**src/rtl/memory_arbiter.sv**
```systemverilog
`default_nettype none
// ============================================================================
// Module   : memory_arbiter
// Purpose  : Shares the unified memory data port between fetch and load/store
//            requesters; ARB_ROUND_ROBIN_EN selects round-robin tie-breaking.
// Revision : 1.0 - initial release
// ============================================================================
module memory_arbiter #(
  parameter int unsigned WAIT_CYCLES = 1,
  parameter int unsigned ADDR_WIDTH  = 32
) (
  input  logic                  clk,
  input  logic                  rstN,
  input  logic                  instrReq,
  input  logic [ADDR_WIDTH-1:0] instrAddr,
  output logic                  instrAck,
  output logic [31:0]           instrData,
  input  logic                  dataReq,
  input  logic                  dataWe,
  input  logic [ADDR_WIDTH-1:0] dataAddr,
  input  logic [31:0]           dataIn,
  output logic                  dataAck,
  output logic [31:0]           dataOut,
  output logic [ADDR_WIDTH-1:0] memAddr,
  output logic [31:0]           memDIn,
  output logic                  memWe,
  input  logic [31:0]           memDOut
);

  localparam int unsigned c_cnt_w   = (WAIT_CYCLES == 0) ? 1 : $clog2(WAIT_CYCLES + 1);
  localparam logic        c_owner_i = 1'b0;
  localparam logic        c_owner_d = 1'b1;

  typedef enum logic [1:0] {
    S_IDLE = 2'd0,
    S_BUSY = 2'd1,
    S_DONE = 2'd2
  } state_t;

  state_t                state_q, state_d;
  logic [ADDR_WIDTH-1:0] addr_q, addr_d;
  logic [31:0]           wdata_q, wdata_d;
  logic                  we_q, we_d;
  logic                  owner_q, owner_d;
  logic [c_cnt_w-1:0]    cnt_q, cnt_d;
  logic [31:0]           instr_data_q, instr_data_d;
  logic [31:0]           data_out_q, data_out_d;
  logic                  w_any_req;
  logic                  w_grant_data;

  assign w_any_req = instrReq | dataReq;

`ifdef ARB_ROUND_ROBIN_EN
  logic last_owner_q, last_owner_d;

  // On a tie the grant goes to whichever requester was not served last.
  assign w_grant_data = dataReq & (~instrReq | (last_owner_q == c_owner_i));

  always_comb begin
    last_owner_d = last_owner_q;
    if (state_q == S_IDLE && w_any_req) begin
      last_owner_d = w_grant_data ? c_owner_d : c_owner_i;
    end
  end

  always_ff @(posedge clk or negedge rstN) begin
    if (!rstN) begin
      last_owner_q <= c_owner_i;
    end else begin
      last_owner_q <= last_owner_d;
    end
  end
`else
  assign w_grant_data = dataReq;
`endif

  always_comb begin
    state_d      = state_q;
    addr_d       = addr_q;
    wdata_d      = wdata_q;
    we_d         = we_q;
    owner_d      = owner_q;
    cnt_d        = cnt_q;
    instr_data_d = instr_data_q;
    data_out_d   = data_out_q;
    case (state_q)
      S_IDLE: begin
        if (w_any_req) begin
          owner_d = w_grant_data ? c_owner_d : c_owner_i;
          addr_d  = w_grant_data ? dataAddr : instrAddr;
          wdata_d = w_grant_data ? dataIn : 32'h0;
          we_d    = w_grant_data & dataWe;
          cnt_d   = c_cnt_w'(WAIT_CYCLES);
          state_d = S_BUSY;
        end
      end
      S_BUSY: begin
        if (cnt_q != '0) begin
          cnt_d = cnt_q - c_cnt_w'(1);
        end else begin
          // Memory has not been written yet, so a store captures the old word.
          if (owner_q == c_owner_d) begin
            data_out_d = memDOut;
          end else begin
            instr_data_d = memDOut;
          end
          state_d = S_DONE;
        end
      end
      S_DONE:  state_d = S_IDLE;
      default: state_d = S_IDLE;
    endcase
  end

  always_ff @(posedge clk or negedge rstN) begin
    if (!rstN) begin
      state_q      <= S_IDLE;
      addr_q       <= '0;
      wdata_q      <= 32'h0;
      we_q         <= 1'b0;
      owner_q      <= c_owner_i;
      cnt_q        <= '0;
      instr_data_q <= 32'h0;
      data_out_q   <= 32'h0;
    end else begin
      state_q      <= state_d;
      addr_q       <= addr_d;
      wdata_q      <= wdata_d;
      we_q         <= we_d;
      owner_q      <= owner_d;
      cnt_q        <= cnt_d;
      instr_data_q <= instr_data_d;
      data_out_q   <= data_out_d;
    end
  end

  assign instrAck  = (state_q == S_DONE) && (owner_q == c_owner_i);
  assign dataAck   = (state_q == S_DONE) && (owner_q == c_owner_d);
  assign memWe     = (state_q == S_DONE) && we_q;
  assign memAddr   = addr_q;
  assign memDIn    = wdata_q;
  assign instrData = instr_data_q;
  assign dataOut   = data_out_q;

endmodule
`default_nettype wire
```
**config.mk**
```make
export PLATFORM = sky130hd
export DESIGN_NAME = memory_arbiter
export DESIGN_NICKNAME = d
export VERILOG_FILES = /design/src/rtl/memory_arbiter.sv
export SDC_FILE = /design/constraint.sdc
export NUM_CORES = 1
export LEC_CHECK = 0
export CAP_MARGIN = 10
export CELL_PAD_IN_SITES_DETAIL_PLACEMENT = 2
export CELL_PAD_IN_SITES_GLOBAL_PLACEMENT = 2
export CORE_MARGIN = 8
export CORE_UTILIZATION = 25
export DETAILED_ROUTE_END_ITERATION = 16
export PLACE_DENSITY_LB_ADDON = 0.1
export RECOVER_POWER = 100
export SLEW_MARGIN = 20
export SYNTH_ARGS = -nofsm -noshare
export SYNTH_HDL_FRONTEND = slang
export SYNTH_SLANG_ARGS = --single-unit
```
**constraint.sdc**
```tcl
create_clock -name clk -period 2.46 [get_ports clk]
set_clock_uncertainty 0.2 [all_clocks]
set_input_delay 0.492 -clock clk [delete_from_list [all_inputs] [get_ports clk]]
set_output_delay 0.492 -clock clk [all_outputs]
set_load 0.01 [all_outputs]
```
==> run metrics, run 1 <==
total gr overflow=0; detailed-route DRC error count=0; CP delay by family, top=buffers and inverters; Core Box Area=0.0210 mm2; Post-Syn Area=0.00532 mm2; Leakage=3.77 nW; Slew Limit Fails=0; library cells used by synthesis=20; Placer Congestion=0.755; Fin. Hold Viols=0; Yosys reg bits=133; reg2reg setup slack=0.33 ns; critical path class=register to primary output; outcome=complete, no violations; Synth warnings=0; Total Wirelength=18700 um; crit path max-delay cell type=clkdlybuf4s50_1; Async S/R FF share, synth=1.00; initial drt markers=86; RSZ-0062 raised after global routing=false; DRT antenna net count=0; number of global-route vias before repair=4705; GRT Util Overall=0.145; first-pass GRT wire length=28700 um; CTS clk-pin slew, worst paths=0.06 ns; Max-slew headroom=0.0339; vias=3914; htree depth=4; Synth area leader=dfrtp_1; count of cells resized by post-cts repair=0; ys flop type=dfrtp_1; Worst EP arrival=1.66 ns; largest cells by area after synthesis=dfrtp_1 63%, mux2_2 27%, a22o_1 5.4%; Tightest Hold Check Type=register to register; final standard cell area without fillers=0.00891 mm2; die area=0.0262 mm2; Clk Latency, worst-skew pair=0.41 ns; PD cells=1270 mW/mm2; setup violators final=0; std cell rows=53; Hold Startpoint=memDIn[6]; r2r worst-path depth=4; Initial Utilization=0.254; layout net count=741; Critical Path RT=1.77 ns; Syn Inst Count=331; Syn Area/Cell=16.1 um2; Clk Tree Root Cell=clkbuf_16; Detailed Routing Iterations Pass 1=4; share of the synthesized area in the top cell type=0.626; Layout area overhead=67.7%; worst hold path depth=1; chip height=162 um; hold path endpoint=memDIn[6]; placed cell area=0.00836 mm2; maximum vdd drop=0.000420 V; CP max FO=5; I/O pin count=264; share of cells above drive strength 1=0.280; clk buf depth=2; Tcrit/Tclk final=0.957; post-route setup TNS=0 ns; Max Cap Violations=0; routed len/inst=20.9 um; Slew @ Worst Pin=1.45 ns; via-per-instance ratio=4.36; TritonCTS Buffers=17; count leader, synth=dfrtp_1; crit end category=primary output; Post-synth EDFFs=0; crit start category=register; largest net degree at the start of global routing=54; Mapped Nets=464; Die X=162 um; register area share after synthesis=0.626; initial antenna violation count=5; most frequent cells after synthesis=133 x dfrtp_1, 126 x mux2_2, 33 x a22o_1; RR Startpoint=state_q[1]; fin crit period=2.35 ns; DP Wirelength=14600 um; Crit Reg-Reg Endpoint=dataOut[30]; Cell Chain, Critical Path=nor3b_1 > clkdlybuf4s50_1; Max Fclk=425 MHz; Buf/Inv on CP=1; Largest stage delay, worst path=0.60 ns; CTS sink count=133; Filler cells=2112; Port Buffer Count=263; CTS tree=yes
[per-layer routing]
layer	track usage	routed length, um	share of wire
met5	0	51	0.0027
met4	0.0455	307	0.016
met3	0.0795	1960	0.10
met2	0.245	9350	0.50
met1	0.151	7070	0.38
[worst max-delay path by stage]
stage	cells past startpoint	start	end	slack [ns]
final	2	owner_q	instrAck	0.11
after detailed placement	5	dataReq	memAddr[30]	0.16
after CTS	2	owner_q	instrAck	0.04
after global routing	3	rstN	instrData[18]	0.02
after floorplan	4	dataReq	memAddr[10]	0.64
after global placement	5	dataReq	memAddr[30]	0.20
[power breakdown]
part	internal, mW	switching, mW
Clock	1.64	0.995
Combinational	2.76	2.04
Sequential	3.28	0.581
Total	7.67	3.61
[cell usage in the layout (no fill, tap or decap), drive strengths merged, types with 5 or more instances in the layout]
| cell | synthesis | routed |
|---|---|---|
| dfrtp | 133 | 133 |
| clkbuf | 1 | 27 |
| buf | 20 | 8 |
| inv | 1 | 5 |
| dlygate4sd3 | 0 | 130 |
| mux2 | 128 | 128 |
| a22o | 33 | 33 |
| clkdlybuf4s50 | 0 | 133 |
[stage by stage]
step	utilization	std cells	power (mW)	hold slack, ns	setup WS, ns
6_report	0.425	897	11.3	0.290	0.106
5_1_grt	0.425	897	12.0	0.304	0.0155
4_1_cts	0.428	896	12.1	0.302	0.0415
3_5_place_dp	0.399	863	9.37	0.286	0.162
3_3_place_gp	0.399	863	9.19	0.276	0.195
2_1_floorplan	-	331	6.19	-0.00359	0.636
[flip-flops by register name, indices dropped and copies added (netlist names)]
register / flops
state_q: 2
cnt_q: 1
we_q: 1
instrData: 32
dataOut: 32
memDIn: 32
owner_q: 1
memAddr: 32
[cell families (layout without fill, tap and decap cells)]
family / count (synthesis) / count (layout) / synth area share
AOI/OAI and AO/OA: 36 / 36 / 0.0577
and+or+nand+nor: 12 / 12 / 0.0186
muxes: 128 / 128 / 0.271
DFF: 133 / 133 / 0.626
other: 0 / 1 / 0
buffers and inverters: 22 / 312 / 0.0266
[timing repair]
| item | 4_1_cts | 5_1_grt |
|---|---|---|
| setup endpoints to repair | 0 | 0 |
| buffers inserted | 0 | 0 |
| hold buffers | 1 | 0 |
| hold endpoints to repair | 49 | 0 |
[area by class of cell]
class | instances | area, um2 | area share
Clock inverter | 13 | 170 | 0.0191
Tap cell | 275 | 344 | 0.0386
Timing Repair Buffer | 279 | 2770 | 0.311
Multi-Input combinational cell | 176 | 1850 | 0.208
Sequential cell | 133 | 3330 | 0.373
Antenna cell | 1 | 2.50 | 0.000281
Clock buffer | 19 | 443 | 0.0497
Inverter | 1 | 3.75 | 0.000421
Power figures use the tool's default switching activity.
==> run 2, diff against run 1 <==
ABC_CLOCK_PERIOD_IN_PS = 2460   (was not set)
CTS_CLUSTER_DIAMETER = 40   (was not set)
GPL_TIMING_DRIVEN = 0   (was not set)
==> run 2 against run 1 <==
  * Cell count rose by 0.45%
  * Sequential share of layout area barely moved
  * Worst setup slack improved by 0.040 ns
  * Maximum frequency rose by 1.7%
  * Sequential power barely moved
  * Non-clock buffer count rose by 6
  * First-iteration DRC count fell by 4.7%
  * Via count rose by 1.4%
  * Hold slack improved by 0.0045 ns
  * Register-to-register slack got worse by 0.03 ns
  * Combinational power rose by 2%
  * Highest routed layer unchanged
==> run metrics, run 2 (synthesized netlist as in run 1, its figures left out) <==
Total Wirelength=18700 um; fin crit period=2.31 ns; detailed-route DRC error count=0; Max Cap Violations=0; critical path class=register to primary output; RR Startpoint=state_q[1]; worst hold path depth=1; TritonCTS Buffers=17; initial antenna violation count=2; htree depth=4; Tightest Hold Check Type=register to register; Worst Setup EP=memWe; r2r worst-path depth=4; reg2reg setup slack=0.30 ns; number of global-route vias before repair=4763; placed cell area=0.00832 mm2; Clk Latency, worst-skew pair=0.40 ns; largest net degree at the start of global routing=79; RSZ-0062 raised after global routing=false; Placer Congestion=0.678; Max Fclk=432 MHz; CTS clk-pin slew, worst paths=0.05 ns; outcome=complete, no violations; layout net count=747; Ant. Diodes=0; Critical Path RT=1.77 ns; share of cells above drive strength 1=0.283; total gr overflow=0; Core Box Area=0.0210 mm2; fin util=0.426; crit start category=register; clk buf depth=2; Layout area overhead=67.9%; CP max FO=5; first-pass GRT wire length=28500 um; std cell rows=53; crit path max-delay cell type=clkdlybuf4s50_1; Final Instance Count excl. Fillers=901; Tcrit/Tclk final=0.941; Clk Tree Root Cell=clkbuf_16; Worst Setup SP=state_q[0]; most frequent cells in the layout=133 x dfrtp_1, 131 x clkdlybuf4s50_1, 130 x dlygate4sd3_1, 126 x mux2_2, 33 x a22o_1; postcts setup bufs=0; setup violators final=0; Initial Utilization=0.254; vias=3969; DRT antenna net count=0; Die X=162 um; Leakage=3.80 nW; final hold slack=0.294 ns; Crit Reg-Reg Endpoint=dataOut[29]; GRT Util Overall=0.144; Worst EP arrival=1.62 ns; via-per-instance ratio=4.41; CTS tree=yes; dpl cells=869; chip height=162 um; Detailed Routing Iterations Pass 1=4; final standard cell area without fillers=0.00892 mm2; crit end category=primary output; routed len/inst=20.7 um; Slew Limit Fails=0; CTS sink count=133; I/O pin count=264; PD cells=1280 mW/mm2; DP Wirelength=14600 um; maximum vdd drop=0.000438 V; Fin. Hold Viols=0; die area=0.0262 mm2; Cell Chain, Critical Path=and3b_1 > clkdlybuf4s50_1; Slew @ Worst Pin=1.02 ns; commonest non-fill, non-tap cell in the layout=dfrtp_1; Largest stage delay, worst path=0.58 ns; final setup margin=0.146 ns; Filler cells=2119; Max-slew headroom=0.322; Place WS=0.192 ns; initial drt markers=82; Port Buffer Count=262
run 2: cell types whose count changed in the layout (fill, tap and decap cells not counted), sizes merged:
| cell | delta |
|---|---|
| clkinv | +2 |
| diode | -1 |
| bufinv | +2 |
| dlygate4sd2 | +1 |
| inv | -3 |
| clkdlybuf4s50 | -2 |
| clkinvlp | -2 |
| buf | +6 |
| clkbuf | +1 |
run 2: how the worst min path moves through the flow:
stage	end	startpoint
6_report	memDIn[2]	memDIn[2]
5_1_grt	instrData[15]	instrData[15]
4_1_cts	memDIn[27]	memDIn[27]
3_5_place_dp	instrData[2]	rstN
3_3_place_gp	instrData[6]	instrData[6]
2_1_floorplan	cnt_q	rstN
run 2: timing repair:
action                                  CTS  global route
endpoints found under the hold margin    55             0
gates resized for setup                   1             0
endpoints found under the setup margin    1             0
hold buffers                              1             0
run 2: metrics by stage:
stage	power (mW)	TNS [ns]
after CTS	12.2	0
after floorplan	6.19	0
after global routing	12.2	0
final	11.5	0
after global placement	9.18	-641.08
after detailed placement	9.35	0
run 2: cell type report:
| cell class | count | area, um2 | area share |
|---|---|---|---|
| clock buffer | 19 | 443 | 0.0496 |
| clock inverter | 12 | 203 | 0.0227 |
| multi-input combinational | 176 | 1830 | 0.205 |
| buffer | 21 | 126 | 0.0142 |
| inverter | 1 | 3.75 | 0.000421 |
| sequential | 133 | 3330 | 0.373 |
| tap | 275 | 344 | 0.0386 |
| timing repair buffer | 264 | 2640 | 0.296 |
run 2: routing by layer:
metal,up-vias,track usage,wire length [um]
li1,1777,-,-
met1,2011,0.150,6980
met2,157,0.249,9520
met3,20,0.0701,1900
met4,4,0.0459,248
met5,-,0,23
run 2: power by group:
group	internal, mW	total, mW	leakage, nW	switching [mW]
Sequential	3.28	3.83	1.60	0.552
Clock	1.82	2.77	0.313	0.947
Combinational	2.78	4.87	1.89	2.09
run 2: worst max-delay path, delay by kind of cell, from the launching register on:
family        cells  cell delay (ns)
buf+inv           1             0.58
flops             1             0.42
simple gates      1             0.23
==> run 3, diff against run 2 <==
RECOVER_POWER = not set   (was 100)
==> run 3 against run 2 <==
  * Critical path depth is the same
  * Sequential cell count is the same
  * Count of clock-buffer cells in the layout is the same
  * Sequential power grew 2%
  * Hold slack gained 0.0056 ns
  * Non-clock buffer count is the same
  * Utilization grew 0.21 points
  * Critical path type unchanged
  * Largest cell class unchanged
  * Largest power group unchanged
==> run metrics, run 3 (synthesized netlist as in run 1, its figures left out) <==
reg2reg setup slack=0.56 ns; NetSw=3.64 mW; setup violators final=0; Core Box Area=0.0210 mm2; first-pass GRT wire length=28500 um; die area=0.0262 mm2; maximum vdd drop=0.000439 V; RR Startpoint=state_q[1]; Worst Setup EP=memWe; Port Buffer Count=262; r2r worst-path depth=4; most frequent cells in the layout=260 x clkdlybuf4s50_1, 133 x dfrtp_1, 126 x mux2_2, 33 x a22o_1, 17 x clkbuf_16; Total Wirelength=18700 um; Initial Utilization=0.254; critical path class=register to primary output; Slew @ Worst Pin=0.465 ns; detailed-route DRC error count=0; Tcrit/Tclk final=0.957; Max Fclk=425 MHz; routed len/inst=20.7 um; outcome=complete, no violations; TritonCTS Buffers=17; commonest non-fill, non-tap cell in the layout=clkdlybuf4s50_1; initial antenna violation count=2; layout net count=747; Clk Latency, worst-skew pair=0.40 ns; crit end category=primary output; share of cells above drive strength 1=0.289; Detailed Routing Iterations Pass 1=4; final standard cell area without fillers=0.00897 mm2; Fin. Hold Viols=0; Layout area overhead=68.7%; Tightest Hold Check Type=register to register; Die X=162 um; sw frac=0.305; Critical Path RT=1.77 ns; I/O pin count=264; std cell rows=53; htree depth=4; Leakage=3.73 nW; Clock Power Share=0.231; Slew Limit Fails=0; GRT Util Overall=0.144; crit start category=register; Hold Startpoint=memDIn[2]; PD cells=1330 mW/mm2; fin util=0.428; Seq pwr share=0.326; DP Wirelength=14600 um; placed cell area=0.00832 mm2; fin crit period=2.36 ns; internal cell power=8.30 mW; chip height=162 um; postcts setup bufs=0; CTS clk-pin slew, worst paths=0.05 ns; Clk Tree Root Cell=clkbuf_16; Placer Congestion=0.678; Max Cap Violations=0; Ant. Diodes=0; final hold slack=0.300 ns; combinational power share=0.443; Crit Reg-Reg Endpoint=dataOut[29]; clk buf depth=2; DRT antenna net count=0; RSZ-0062 raised after global routing=false; CP max FO=5; Worst EP arrival=1.66 ns; via-per-instance ratio=4.37; number of global-route vias before repair=4763; vias=3940; Max-slew headroom=0.690; Worst Setup SP=state_q[0]; CTS sink count=133; total gr overflow=0; CTS tree=yes; largest net degree at the start of global routing=79; initial drt markers=80
-- run 3: power groups by stage --
stage          combinational [mW]  clock, mW  sequential (mW)
2_1_floorplan                1.85          0             4.34
3_3_place_gp                 5.32          0             3.86
3_5_place_dp                 5.42          0             3.93
4_1_cts                      5.45       2.86             3.92
5_1_grt                      5.67       2.94             4.04
6_report                     5.28       2.76             3.89
-- run 3: cell type report --
class | instances | area (um2)
fillers | 2115 | 12000
inverters | 1 | 3.75
clock inverters | 12 | 203
multi-input cells | 176 | 1850
well taps | 275 | 344
plain buffers | 21 | 138
repair buffers | 264 | 2660
flip-flops and latches | 133 | 3330
clock buffers | 19 | 443
-- run 3: critical path, cell delays in order (launching register included) --
cell	delay (ns)
dfrtp_1	0.45
and3b_1	0.24
clkdlybuf4s50_1	0.57
-- run 3: worst min-delay path by stage --
stage / slack, ns / depth (start not counted) / to
2_1_floorplan: -0.004 / 0 / cnt_q
3_3_place_gp: 0.28 / 1 / instrData[6]
3_5_place_dp: 0.25 / 1 / instrData[2]
4_1_cts: 0.31 / 1 / memDIn[27]
5_1_grt: 0.32 / 1 / memDIn[24]
6_report: 0.30 / 1 / memDIn[2]
-- run 3: layer usage --
layer  vias to the layer above  global-route usage  routed length (um)  part of all wire
li1                       1771                   -                   -                 -
met3                        20              0.0701                1870              0.10
met4                         4              0.0459                 248             0.013
met5                         -                   0                  27            0.0014
met1                      1991               0.150                7020              0.38
met2                       154               0.249                9500              0.51
-- run 3: repair_timing --
| action | in CTS | in global routing |
|---|---|---|
| setup endpoints to repair | 1 | 0 |
| hold buffers | 1 | 0 |
| resized for setup | 1 | 0 |
| endpoints found under the hold margin | 55 | 0 |
-- run 3: per-stage QoR --
stage	total power [mW]	setup TNS [ns]	worst slack [ns]	instances
floorplan	6.19	0	0.636	331
global placement	9.18	-641.08	-4.84	868
detailed placement	9.35	0	0.192	869
CTS	12.2	0	0.0672	901
global route	12.7	0	0.0431	901
finish	11.9	0	0.105	901
